**config.mk**
```make
export PLATFORM = sky130hd
export DESIGN_NAME = uart_alu_frame_if
export DESIGN_NICKNAME = d
export VERILOG_FILES = /design/src/rtl/uart_alu_frame_if.sv
export SDC_FILE = /design/constraint.sdc
export NUM_CORES = 1
export LEC_CHECK = 0
export CAP_MARGIN = 20
export CORE_MARGIN = 1.5
export CORE_UTILIZATION = 53
export DETAILED_ROUTE_END_ITERATION = 10
export PLACE_DENSITY = 0.78
export REMOVE_ABC_BUFFERS = 1
export SLEW_MARGIN = 20
export SYNTH_ARGS = -nofsm -noshare
export SYNTH_HDL_FRONTEND = slang
export SYNTH_SLANG_ARGS = --single-unit
```
**constraint.sdc**
```tcl
create_clock -name i_clk -period 4.98 [get_ports i_clk]
set_input_delay 1.245 -clock i_clk [delete_from_list [all_inputs] [get_ports i_clk]]
set_output_delay 1.245 -clock i_clk [all_outputs]
set_load 0.05 [all_outputs]
```
**src/rtl/uart_alu_frame_if.sv**
```systemverilog
// uart_alu_frame_if
//   Frames ALU operations over a UART FIFO pair. A frame is one opcode word,
//   then OP_BYTES words of operand A and then OP_BYTES words of operand B.
//   Each operand arrives least-significant word first. After the last B word
//   the operands are committed to the ALU. The result is sampled ALU_LAT
//   cycles later and is returned as OP_BYTES words, least-significant first.
//   A frame that stalls for TIMEOUT empty cycles is dropped.
//
// Ports
//   i_clk, i_reset             clock, asynchronous active-high reset
//   i_rx_empty, i_r_data       RX FIFO status and head word (first-word fall-through)
//   o_rd_uart                  RX FIFO pop strobe
//   i_tx_full                  TX FIFO full
//   o_w_data, o_wr_uart        TX FIFO word and push strobe
//   i_result_data              ALU result
//   o_op_a, o_op_b, o_op_code  ALU operands and opcode (held between commits)
//   o_valid                    one-cycle pulse after operands are committed
//   o_busy                     high whenever the FSM is outside IDLE
//   o_timeout                  one-cycle pulse after a frame is aborted
//
// state    | meaning
// IDLE     | waiting for an opcode word
// RX_A     | collecting operand A words
// RX_B     | collecting operand B words; the last word commits the operands
// WAIT_ALU | ALU_LAT cycles of ALU latency, then the result is latched
// TX       | pushing result words into the TX FIFO
module uart_alu_frame_if #(
  parameter int DATA_WIDTH = 8,
  parameter int OP_BYTES   = 2,
  parameter int OPCODE_SZ  = 6,
  parameter int ALU_LAT    = 1,
  parameter int TIMEOUT    = 1000,
  localparam int OP_SZ     = DATA_WIDTH * OP_BYTES
) (
  input  logic                  i_clk,
  input  logic                  i_reset,
  input  logic                  i_rx_empty,
  input  logic [DATA_WIDTH-1:0] i_r_data,
  output logic                  o_rd_uart,
  input  logic                  i_tx_full,
  output logic [DATA_WIDTH-1:0] o_w_data,
  output logic                  o_wr_uart,
  input  logic [OP_SZ-1:0]      i_result_data,
  output logic [OP_SZ-1:0]      o_op_a,
  output logic [OP_SZ-1:0]      o_op_b,
  output logic [OPCODE_SZ-1:0]  o_op_code,
  output logic                  o_valid,
  output logic                  o_busy,
  output logic                  o_timeout
);

  localparam int CNT_W  = $clog2(OP_BYTES + 1);
  localparam int LAT_W  = $clog2(ALU_LAT + 1);
  localparam int IDLE_W = $clog2(TIMEOUT + 1);

  typedef enum logic [2:0] {
    S_IDLE     = 3'd0,
    S_RX_A     = 3'd1,
    S_RX_B     = 3'd2,
    S_WAIT_ALU = 3'd3,
    S_TX       = 3'd4
  } state_t;

  state_t                 state;
  logic [CNT_W-1:0]       word_cnt;
  logic [IDLE_W-1:0]      idle_cnt;
  logic [LAT_W-1:0]       lat_cnt;
  logic [OPCODE_SZ-1:0]   sh_op;
  logic [OP_SZ-1:0]       sh_a;
  logic [OP_SZ-1:0]       sh_b;
  logic [OP_SZ-1:0]       res_sr;
  logic [OP_SZ-1:0]       a_next;
  logic [OP_SZ-1:0]       b_next;
  logic                   rx_phase;
  logic                   pop;
  logic                   push;
  logic                   last_word;
  logic                   idle_expired;

  assign rx_phase     = (state == S_IDLE) || (state == S_RX_A) || (state == S_RX_B);
  assign pop          = !i_reset && rx_phase && !i_rx_empty;
  assign push         = !i_reset && (state == S_TX) && !i_tx_full;
  assign last_word    = (word_cnt == CNT_W'(OP_BYTES - 1));
  assign idle_expired = (idle_cnt == IDLE_W'(TIMEOUT - 1));

  assign o_rd_uart = pop;
  assign o_wr_uart = push;
  assign o_w_data  = (state == S_TX) ? res_sr[DATA_WIDTH-1:0] : '0;
  assign o_busy    = (state != S_IDLE);

  // Shadow operands with the word being popped this cycle merged in, so the
  // last B word can be committed on the same edge that captures it.
  always_comb begin
    a_next = sh_a;
    b_next = sh_b;
    a_next[int'(word_cnt)*DATA_WIDTH +: DATA_WIDTH] = i_r_data;
    b_next[int'(word_cnt)*DATA_WIDTH +: DATA_WIDTH] = i_r_data;
  end

  always_ff @(posedge i_clk or posedge i_reset) begin
    if (i_reset) begin
      state     <= S_IDLE;
      word_cnt  <= '0;
      idle_cnt  <= '0;
      lat_cnt   <= '0;
      sh_op     <= '0;
      sh_a      <= '0;
      sh_b      <= '0;
      res_sr    <= '0;
      o_op_a    <= '0;
      o_op_b    <= '0;
      o_op_code <= '0;
      o_valid   <= 1'b0;
      o_timeout <= 1'b0;
    end else begin
      o_valid   <= 1'b0;
      o_timeout <= 1'b0;
      case (state)
        S_IDLE: begin
          word_cnt <= '0;
          idle_cnt <= '0;
          if (pop) begin
            sh_op <= i_r_data[OPCODE_SZ-1:0];
            state <= S_RX_A;
          end
        end

        S_RX_A, S_RX_B: begin
          if (pop) begin
            // A pop always clears the idle counter, even on the threshold cycle.
            idle_cnt <= '0;
            if (state == S_RX_A) sh_a <= a_next;
            else                 sh_b <= b_next;
            if (last_word) begin
              word_cnt <= '0;
              if (state == S_RX_A) begin
                state <= S_RX_B;
              end else begin
                o_op_code <= sh_op;
                o_op_a    <= sh_a;
                o_op_b    <= b_next;
                o_valid   <= 1'b1;
                lat_cnt   <= LAT_W'(ALU_LAT - 1);
                state     <= S_WAIT_ALU;
              end
            end else begin
              word_cnt <= word_cnt + 1'b1;
            end
          end else if (idle_expired) begin
            state     <= S_IDLE;
            word_cnt  <= '0;
            idle_cnt  <= '0;
            sh_op     <= '0;
            sh_a      <= '0;
            sh_b      <= '0;
            o_timeout <= 1'b1;
          end else begin
            idle_cnt <= idle_cnt + 1'b1;
          end
        end

        S_WAIT_ALU: begin
          if (lat_cnt == '0) begin
            res_sr   <= i_result_data;
            word_cnt <= '0;
            state    <= S_TX;
          end else begin
            lat_cnt <= lat_cnt - 1'b1;
          end
        end

        S_TX: begin
          if (push) begin
            res_sr <= res_sr >> DATA_WIDTH;
            if (last_word) begin
              word_cnt <= '0;
              state    <= S_IDLE;
            end else begin
              word_cnt <= word_cnt + 1'b1;
            end
          end
        end

        default: begin
          state    <= S_IDLE;
          word_cnt <= '0;
          idle_cnt <= '0;
        end
      endcase
    end
  end

endmodule

```
# --- After elaboration in Yosys (flattened, before gate mapping) ---
# Cells that the tools add are included.
# W data, S select, Z words.
totals:
  regBits: 110
  in_bits: 28
  output_inout_bits: 51
  elab_cells: 109
op_classes:
  addsub: 4
  eq_ne: 19
  n_shift: 2
  muxes: 45
  bitwise: 1
  reduce_logical: 25
op_table:
  columns: ["operator", "n"]
  rows:
  - ["$mux W16", 7]
  - ["$neg A5 Y33", 1]
  - ["$shift A8 B33 Y16 const A", 1]
  - ["$shiftx A8 B33 Y16", 1]
  - ["$bwmux W16", 2]
  - ["$pmux W16 S2", 1]
  - ["$mux W3", 7]
  - ["$mux W10", 2]
  - ["$ne A2 B2 Y1 const B", 10]
  - ["$pmux W10 S2", 1]
  - ["$mux W6", 3]
  - ["$mux W1", 12]
  - ["$pmux W3 S4", 1]
  - ["$pmux W6 S2", 1]
  - ["$reduce_and A3 Y1", 4]
  - ["$reduce_and A4 Y1", 3]
  - ["$add A10 B1 Y10 const B", 1]
  - ["$eq A10 B10 Y1 const B", 1]
  - ["$mux W2", 5]
  - ["$mux W8", 1]
  - ["$reduce_bool A2 Y1", 4]
  - ["$eq A3 B2 Y1 const B", 2]
  - ["$ne A3 B3 Y1 const B", 2]
  - ["$pmux W2 S3", 1]
  - ["15 further kinds", 22]

# --- Longest topological paths before layout ---
logic_depth:
  depth_word: 7
  ltp_mapped: 10
  ltp_nobuf: 7

# --- Least setup slack after synthesis ---
# Ideal clock, no wire load.
synth_path:
  kind: "reg-to-output"
  startpoint: "register state[1]"
  endpoint: "output port o_wr_uart"
  arrival_ns: 2.502
  required_ns: 3.735
  slack_ns: 1.233
  stages_incl_launch_ff: 6
  n_path_buf: 3
  path_cell_list: "dfrtp_1 > buf_2 > or3b_2 > buf_2 > clkbuf_1 > nor3_1"
synth_via:
  elab_chain_len: 3
synth_rtl:
  columns: ["element", "line", "source"]
  rows:
  - ["start, declared", "64", "state_t state;"]
  - ["start signal, assigned", "102", "state <= S_IDLE;"]
  - ["start signal, assigned", "124", "state <= S_RX_A;"]
  - ["start signal, assigned", "137", "state <= S_RX_B;"]
  - ["$eq A3 B3 Y1", "82", "assign push = !i_reset && (state == S_TX) && !i_tx_full;"]
  - ["$logic_and A1 B1 Y1 (2 in a row)", "82", null]
  - ["end, declared", "42", "output logic o_wr_uart,"]
# No other way between the ends.

# --- Worst setup path in the final report ---
layout_path:
  startpoint: "input port i_reset"
  endpoint: "output port o_rd_uart"
layout_via:
  elab_chain_len: 3
layout_rtl:
  columns: ["element", "line", "source"]
  rows:
  - ["start, declared", "36", "input logic i_reset,"]
  - ["$logic_not A1 Y1 (no line)", null, null]
  - ["$logic_and A1 B1 Y1 (2 in a row)", "81", "assign pop = !i_reset && rx_phase && !i_rx_empty;"]
  - ["end, declared", "39", "output logic o_rd_uart,"]
# No other way between the ends.

==> impl_metrics.ini <==
[timing]
skew_ps = 10.4
max_freq_mhz = 222
final.setup.tns_ps = 0
max-slew-margin-rel_pct = 45.0
finalCritPeriodShare_pct = 90.4
rsz0062_at_grt = false
setup_violations = 0
hold_viol_final = 0
finalCriticalPeriod_ps = 4500
worstMarginPinSlew_ps = 822
layout_setup_ws_ps = 480
whs_ps = 475
maxSlewViolCount = 0

[power]
vdd_drop_max_v = 0.000218
switching_share_pct = 32.5
switching_power_w = 0.000724
p_leak_nw = 2.71
p_comb_share_pct = 22.2
power.internal_w = 0.00150
fin_total_pwr_w = 0.00222
p_seq_share_pct = 50.4
powerDensity_nw_per_um2 = 376
pwr-share-clk_pct = 27.3

[logic_synthesis]
async_flop_share_pct = 100
postSynthCellCount = 477
synth-seq-cells = 109
synth_area_per_cell_sq_um = 10.2
yosysTopAreaCell = dfrtp_1
ys_types = 48
yosys-top-cells-area = dfrtp_1 56%, nand2_1 8.1%, a22o_1 3.2%, nor2_1 2.9%, o21ai_0 2.7%
syn_area_sq_um = 4870
ys.flop_type = dfrtp_1
synth_edf_count = 0
yosysSeqAreaShare_pct = 56.1
yosys_warnings = 0
synth_top_area_share_pct = 56.1

[final_layout]
mostFrequentLayoutCells = 109 x dfrtp_1, 105 x nand2_1, 78 x clkdlybuf4s50_1
area_growth_pct = 21.4
fin_nets = 580
num_antenna_cells = 0
fin_area_sq_um = 5910
final_layout_size_suffix_gt1_share_pct = 5.81
final_common_cell = dfrtp_1

[clock_network]
path_clk_slew_ps = 100
cts_sinks = 109
cts_resized = 0
post_cts_buffers = 0
cts_max_level = 3
cts_made_buffers = 9
clock_latency_ps = 370
clock-root-buffer = clkbuf_8
cts_tree = built
clock_path_buffers = 2
cts_hold_buf = 0

[detailed_routing]
via_per_inst = 5.88
via_count = 3878
wire_per_inst_um = 16.9
firstDrtPassIters = 8
dr.first_iter.drc_count = 203
wl_um = 11200
drc = 6
drtAntennaViolNets = 0

[die]
boundaryPins = 79
dieArea_sq_um = 9760
start_util_pct = 55.3
row_count = 34
die_w_um = 98.8
fp.coreArea_sq_um = 8810
die_h_um = 98.8

[global_routing]
antenna_found_initial = 0
grt_use_total_pct = 23.9
grt_max_degree = 66
grt_pass1_vias = 3696
grt_overflow_total = 0
grt_pass1_wl_um = 18500

[placement]
numPortBuffers = 78
gp_congestion = 0.846
dp_hpwl_um = 7740
dpl_cell_area_sq_um = 5680
post-place-ws_ps = 502

[worst_setup_path]
crit_arrival_ps = 3260
crit_type = input pin to output pin
crit_path_end_kind = output pin
crit_path_max_fanout = 9
critPathRequiredTime_ps = 3730
start_kind = input pin

[min_path]
hold_path_class = register to register

[outcome]
status = finished with violations
violations = design-rule violations

[job]
drv_cap = 0
## cells by family (layout without fill, tap and decap cells)
family          Yosys count  in the layout  share of synthesized area, %
compound gates           97             97                          15.0
xor+xnor                  7              7                          1.26
fa+ha+maj                 6              6                          1.54
buf+inv                  34            108                          3.86
flops                   109            109                          56.1
mux                      10             10                          2.08
simple gates            214            214                          20.2
## final cells by class
type	instances	area, sq um
multi-input cells	334	1960
clock inverters	7	106
inverters	8	33.8
repair buffers	84	826
flip-flops and latches	109	2730
clock buffers	9	124
well taps	108	135
fillers	695	2900
## worst max-delay path, cell delays in order
cell	delay (ps)
clkdlybuf4s50_1	600
a2111oi_4	510
clkdlybuf4s50_1	890
## power by group through the flow
stage                     combinational (W)  clock [W]  sequential (W)
final                              0.000494   0.000608         0.00112
after global routing               0.000541   0.000657         0.00114
after CTS                          0.000498   0.000620         0.00112
after detailed placement           0.000494          0         0.00114
after global placement             0.000474          0         0.00113
after floorplan                    0.000289          0         0.00115
## sequential cells by signal, indices dropped and copies added, names as in the netlist
register / count
o_op_a: 16
o_timeout: 1
word_cnt: 2
o_op_code: 6
o_op_b: 16
res_sr: 16
o_valid: 1
idle_cnt: 10
sh_b: 16
sh_a: 16
sh_op: 6
state: 3
## cells in the mapped netlist (6+ instances only)
cell type and number:
nand2b_1 9, dfrtp_1 109, ha_1 6, and2_1 12
xnor2_1 6, o2bb2ai_1 9, nand2_1 105, nor2_1 37
nor3_1 8, a31oi_1 8, nand3_1 15, mux2i_1 9
a221oi_1 8, a32o_1 8, inv_1 7, a22oi_1 8
o21ai_0 26, buf_6 6, clkbuf_1 13, a22o_1 18
## final timing paths
check	from	end	slack, ps	cells past startpoint
min in group asynchronous	i_reset	state[2]	1600	2
hold / removal	res_sr[8]	res_sr[8]	480	2
setup / recovery	i_reset	o_rd_uart	480	3
max in group asynchronous	i_reset	res_sr[3]	2550	3
hold reg to reg	res_sr[8]	res_sr[8]	480	2
setup reg to reg	state[2]	sh_b[13]	2330	4
## per-stage QoR
stage / instances / util (%)
3_3_place_gp: 643 / 64.5
5_1_grt: 659 / 67.1
6_report: 659 / 67.1
2_1_floorplan: 451 / -
4_1_cts: 659 / 67.1
3_5_place_dp: 643 / 64.5
## metal layers
metal / vias to the layer above / wire [um] / track usage (%)
met2: 116 / 5360 / 37.9
met4: 0 / 137 / 7.58
met1: 1933 / 5050 / 33.3
li1: 1818 / - / -
met3: 11 / 606 / 5.18
met5: - / 0 / 0
Power figures use the tool's default switching activity.
